## src/rtl/urecip_inverse_seq_8bit_frac_to_8bit_int.sv

```systemverilog
// Recovers the integer n from its 8-bit Q0.8 reciprocal f = floor(256/(n+1)).
// It returns floor(256/f) - 1, computed as a sequential restoring division
// that produces one quotient bit per cycle, MSB first.
// Handshakes are valid/ready on both sides. A zero fraction skips the divider
// and returns ZERO_RESULT with div_by_zero set.
module urecip_inverse_seq_8bit_frac_to_8bit_int #(
    parameter logic [7:0] ZERO_RESULT = 8'd255
) (
    input  logic       clk,
    input  logic       rst,
    input  logic [7:0] frac_in,
    input  logic       in_valid,
    output logic       in_ready,
    output logic [7:0] number_out,
    output logic       div_by_zero,
    output logic       out_valid,
    input  logic       out_ready
);

    typedef enum logic [1:0] {
        IDLE,
        DIVIDE,
        DONE
    } state_t;

    // The dividend is 256. Its nine bits are shifted into the remainder MSB first.
    localparam logic [8:0] DIVIDEND  = 9'h100;
    // Index of the ninth and final iteration.
    localparam logic [3:0] LAST_ITER = 4'd8;

    state_t      state;
    logic [7:0]  frac_q;      // divisor captured at accept
    logic [3:0]  count;       // iteration index, 0..8
    logic [8:0]  rem;         // partial remainder
    logic [8:0]  quo;         // quotient bits gathered so far

    logic [3:0]  bit_idx;
    logic        dividend_bit;
    logic [9:0]  rem_wide;
    logic [9:0]  rem_diff;
    logic        q_bit;
    logic [8:0]  rem_next;
    logic [8:0]  quo_next;
    logic [8:0]  quo_minus_one;
    logic [7:0]  result;

    // One restoring-division step, plus the final quotient-minus-one.
    always_comb begin
        // NOTE: every variable gets a default value first. A path that leaves
        // a variable unassigned would make synthesis infer a latch.
        bit_idx       = 4'd0;
        dividend_bit  = 1'b0;
        rem_wide      = 10'd0;
        rem_diff      = 10'd0;
        q_bit         = 1'b0;
        rem_next      = 9'd0;
        quo_next      = 9'd0;
        quo_minus_one = 9'd0;
        result        = 8'd0;

        bit_idx      = LAST_ITER - count;
        dividend_bit = DIVIDEND[bit_idx];

        // Shift in the next dividend bit, then do a trial subtraction.
        // Bit 9 of the difference is set when the shifted remainder is
        // smaller than f. In that case the quotient bit is 0 and the
        // remainder is restored.
        rem_wide = {rem, dividend_bit};
        rem_diff = rem_wide - {2'b00, frac_q};
        q_bit    = ~rem_diff[9];
        rem_next = q_bit ? rem_diff[8:0] : rem_wide[8:0];
        quo_next = (quo << 1) | {8'd0, q_bit};

        // The quotient lies in 1..256, so subtracting one always fits 8 bits.
        // The saturation only guards an unreachable wrap.
        quo_minus_one = quo_next - 9'd1;
        result        = quo_minus_one[8] ? 8'hFF : quo_minus_one[7:0];
    end

    // Control FSM and datapath registers. Every output is a flop.
    always_ff @(posedge clk) begin
        // NOTE: sequential state uses non-blocking assignments only. Every
        // flop then samples values from before the edge, whatever the
        // statement order.
        if (rst) begin
            state       <= IDLE;
            in_ready    <= 1'b1;
            out_valid   <= 1'b0;
            number_out  <= 8'd0;
            div_by_zero <= 1'b0;
            frac_q      <= 8'd0;
            count       <= 4'd0;
            rem         <= 9'd0;
            quo         <= 9'd0;
        end else begin
            case (state)
                IDLE: begin
                    if (in_valid && in_ready) begin
                        frac_q   <= frac_in;
                        in_ready <= 1'b0;
                        if (frac_in == 8'd0) begin
                            // A zero fraction has no reciprocal to invert,
                            // so its result is ready in one cycle.
                            state       <= DONE;
                            number_out  <= ZERO_RESULT;
                            div_by_zero <= 1'b1;
                            out_valid   <= 1'b1;
                        end else begin
                            state <= DIVIDE;
                            count <= 4'd0;
                            rem   <= 9'd0;
                            quo   <= 9'd0;
                        end
                    end
                end

                DIVIDE: begin
                    rem <= rem_next;
                    quo <= quo_next;
                    if (count == LAST_ITER) begin
                        state       <= DONE;
                        number_out  <= result;
                        div_by_zero <= 1'b0;
                        out_valid   <= 1'b1;
                    end else begin
                        count <= count + 4'd1;
                    end
                end

                DONE: begin
                    // The result holds while the consumer stalls.
                    // in_ready rises only after the handoff edge.
                    if (out_ready) begin
                        state     <= IDLE;
                        out_valid <= 1'b0;
                        in_ready  <= 1'b1;
                    end
                end

                default: begin
                    state     <= IDLE;
                    out_valid <= 1'b0;
                    in_ready  <= 1'b1;
                end
            endcase
        end
    end

endmodule

```

## config.mk

```make
export PLATFORM = sky130hd
export DESIGN_NAME = urecip_inverse_seq_8bit_frac_to_8bit_int
export DESIGN_NICKNAME = d
export VERILOG_FILES = /design/src/rtl/urecip_inverse_seq_8bit_frac_to_8bit_int.sv
export SDC_FILE = /design/constraint.sdc
export NUM_CORES = 1
export LEC_CHECK = 0
export CAP_MARGIN = 20
export CORE_MARGIN = 2
export CORE_UTILIZATION = 50
export DETAILED_ROUTE_END_ITERATION = 10
export PLACE_DENSITY_LB_ADDON = 0.2
export SLEW_MARGIN = 10
export SYNTH_ARGS = -nofsm -noshare
export SYNTH_HDL_FRONTEND = slang
export SYNTH_SLANG_ARGS = --single-unit
```

## constraint.sdc

```tcl
create_clock -name clk -period 9.1 [get_ports clk]
set_clock_uncertainty 0.2 [all_clocks]
set_input_delay 1.82 -clock clk [delete_from_list [all_inputs] [get_ports clk]]
set_output_delay 1.82 -clock clk [all_outputs]
set_load 0.05 [all_outputs]
```

==> impl_metrics.env <==
export IMPL_hold_viol=0
export IMPL_synth_edf_count=0
export IMPL_clock_sinks=42
export IMPL_tns_ps=0
export IMPL_ys_async_sr_fraction=0
export IMPL_period_share=0.520
export IMPL_synth_cells=261
export IMPL_ir_drop_v=0.000108
export IMPL_die_area_sq_mm=0.00491
export IMPL_firstDrtPassIters=4
export IMPL_post_cts_buffers=0
export IMPL_maxSlewHeadroom=0.302
export IMPL_io_pins=23
export IMPL_clock_latency_ps=310
export IMPL_routabilityCongestion=0.801
export IMPL_hpwl_um=3370
export IMPL_final_area_sq_mm=0.00254
export IMPL_ys_flop_type="dfxtp_1"
export IMPL_syn2layout_area_growth_pct=16.4
export IMPL_grt_overflow=0
export IMPL_worst_r2r_setup_slack_ps=4370
export IMPL_drc=0
export IMPL_drt_iter0_markers=80
export IMPL_setup_viol=0
export IMPL_drive_gt1_frac=0.0569
export IMPL_path_cells="nor3_1 > xnor2_1 > ha_1 > nor2b_4 > o31a_1 > o311a_1 > or3_4 > and2_1 > inv_4 > ha_1 > nand2_1 > or3_1 > nor3_1 > xor2_1 > nor3_1 > a211oi_1"
export IMPL_yosysUniqueCellTypes=45
export IMPL_crit_path_start="count[0]"
export IMPL_place_area_sq_mm=0.00243
export IMPL_core_area_sq_mm=0.00426
export IMPL_grt_first_pass_wirelength_um=7790
export IMPL_slowest_delay_ps=700
export IMPL_wire_per_inst_um=13.7
export IMPL_cts_tree="yes"
export IMPL_worstRegToRegCells=16
export IMPL_dieWidth_um=70.1
export IMPL_syn_avg_cell_area_sq_um=8.36
export IMPL_via_per_inst=5.56
export IMPL_period_needed_ps=4730
export IMPL_synth_nets=285
export IMPL_cpMostUsedCell="nor3_1"
export IMPL_initial_core_util=0.512
export IMPL_routed_wl_um=4560
export IMPL_clk_pin_slew_worst_paths_ps=90
export IMPL_cts_resized_gates=0
export IMPL_syn_area_sq_mm=0.00218
export IMPL_cp_end_kind="flop"
export IMPL_grt_max_degree=21
export IMPL_final_setup_worst_slack_ps=4370
export IMPL_first_global_vias=1643
export IMPL_rsz0062_at_grt="no"
export IMPL_hold_depth=2
export IMPL_holdPathEnd="frac_q[6]"
export IMPL_p_leak_uw=0.000967
export IMPL_worst_pin_slew_ps=1040
export IMPL_final_nets=304
export IMPL_yosysWarnings=0
export IMPL_arrival_ps=4690
export IMPL_critical_path_slowest_cell="nor3_1"
export IMPL_cts_hold_buffers=0
export IMPL_antenna_left=0
export IMPL_fmax_ghz=0.211
export IMPL_via_count=1850
export IMPL_cp_start_kind="flop"
export IMPL_critical_path_buf_inv_count=1
export IMPL_antenna_found_initial=0
export IMPL_cts_max_level=2
export IMPL_pre_cts_ws_ps=4380
export IMPL_ys_seq_area_frac=0.385
export IMPL_rows=24
export IMPL_max_clock_path_buffers=2
export IMPL_min_from="frac_q[6]"
export IMPL_worst_setup_path_type="reg -> reg"
export IMPL_grt_usage=0.200
export IMPL_hold_path_class="reg -> reg"
export IMPL_num_antenna_cells=0
export IMPL_reg2reg_from="count[0]"
export IMPL_chipHeight_um=70.1
export IMPL_outcome="completed"
export IMPL_root_buffer="clkbuf_8"
export IMPL_crit_required_ps=9050
export IMPL_portBuffers=22
export IMPL_slew_viol_final=0
export IMPL_cts_buffers=5
export IMPL_rr_endpoint="number_out[7]"
export IMPL_powerDensity_mw_per_mm2=207
export IMPL_maxCapViolCount=0
export IMPL_crit_fanout=10
export IMPL_path_delay_family="simple AND/OR/NAND/NOR gates"
export IMPL_synth_seq_cells=42
[cell families after synthesis]
family / count (synthesis) / synth area share
buf+inv: 24 / 0.0459
flops: 42 / 0.385
compound gates: 75 / 0.232
xor+xnor: 13 / 0.0522
simple gates: 93 / 0.203
fa+ha+maj: 12 / 0.0722
mux: 2 / 0.00917
[report_power, final]
part           internal (uW)  switching, uW
combinational           76.5           96.1
clock                   81.6           69.8
sequential               192           9.09
[flip-flops by register name, indices dropped and copies added (netlist names)]
name,cells
state,2
count,4
rem,9
div_by_zero,1
frac_q,8
out_valid,1
quo,8
number_out,8
in_ready,1
[cell type report]
type	instances	area (sq um)
timing repair buffer	23	228
fill	421	1720
clock inverter	3	45.0
clock buffer	5	68.8
tap	52	65.1
sequential	42	841
inverter	13	51.3
multi-input combinational	195	1240
[worst min-delay path, cell delays in order (launching register included)]
cell and delay, ps:
dfxtp_1 310, nand2_1 50, a21oi_1 50
[cell usage after synthesis (7+ instances only)]
| cell type | n | area (sq um) |
|---|---|---|
| dfxtp_1 | 42 | 841 |
| a22oi_1 | 9 | 67.6 |
| xnor2_1 | 7 | 61.3 |
| clkbuf_1 | 10 | 37.5 |
| nand2_1 | 26 | 97.6 |
| nand3_1 | 7 | 35.0 |
| nor3_1 | 7 | 35.0 |
| nor2_1 | 33 | 124 |
| a211oi_1 | 13 | 97.6 |
| a21oi_1 | 20 | 100 |
| o21ai_0 | 10 | 50.1 |
| inv_1 | 12 | 45.0 |
| ha_1 | 11 | 138 |
[placed cells by master (no fill, tap or decap), drive strengths merged, types with 2 or more instances in the layout]
cell and count:
xnor2 7, a32oi 5, a211oi 13, nor4 2
o31a 2, clkdlybuf4s50 22, nor2 33, clkinvlp 2
inv 13, o31ai 2, mux2i 2, clkbuf 5
a21o 2, nand2b 3, xor2 6, o21ai 10
a21oi 20, a22oi 9, or2 2, nor3 7
a211o 2, dfxtp 42, or3 5, ha 11
nor2b 3, nand2 26, nand3 7, o21a 2
[how the worst max path moves through the flow]
stage                    endpoint  slack [ps]  cells after the start
global route        number_out[7]        4000                     16
finish              number_out[7]        4370                     16
CTS                 number_out[7]        4340                     16
detailed placement  number_out[1]        4380                     16
floorplan           number_out[0]        5020                     17
global placement    number_out[2]        4460                     16
[per-layer routing]
layer	vias to the layer above	track usage	part of all wire
met1	843	0.275	0.51
li1	969	-	-
met5	-	0	0
met2	33	0.305	0.44
met4	0	0.0726	0.015
met3	5	0.0519	0.031
[through the flow]
step	hold slack, ps	power (uW)	instances	utilization
final	262	526	333	0.596
after global routing	295	561	333	0.596
after CTS	261	531	333	0.596
after detailed placement	249	378	325	0.569
after global placement	244	378	325	0.569
after floorplan	236	350	261	-
Note: power is estimated with default switching activity, not from simulation.
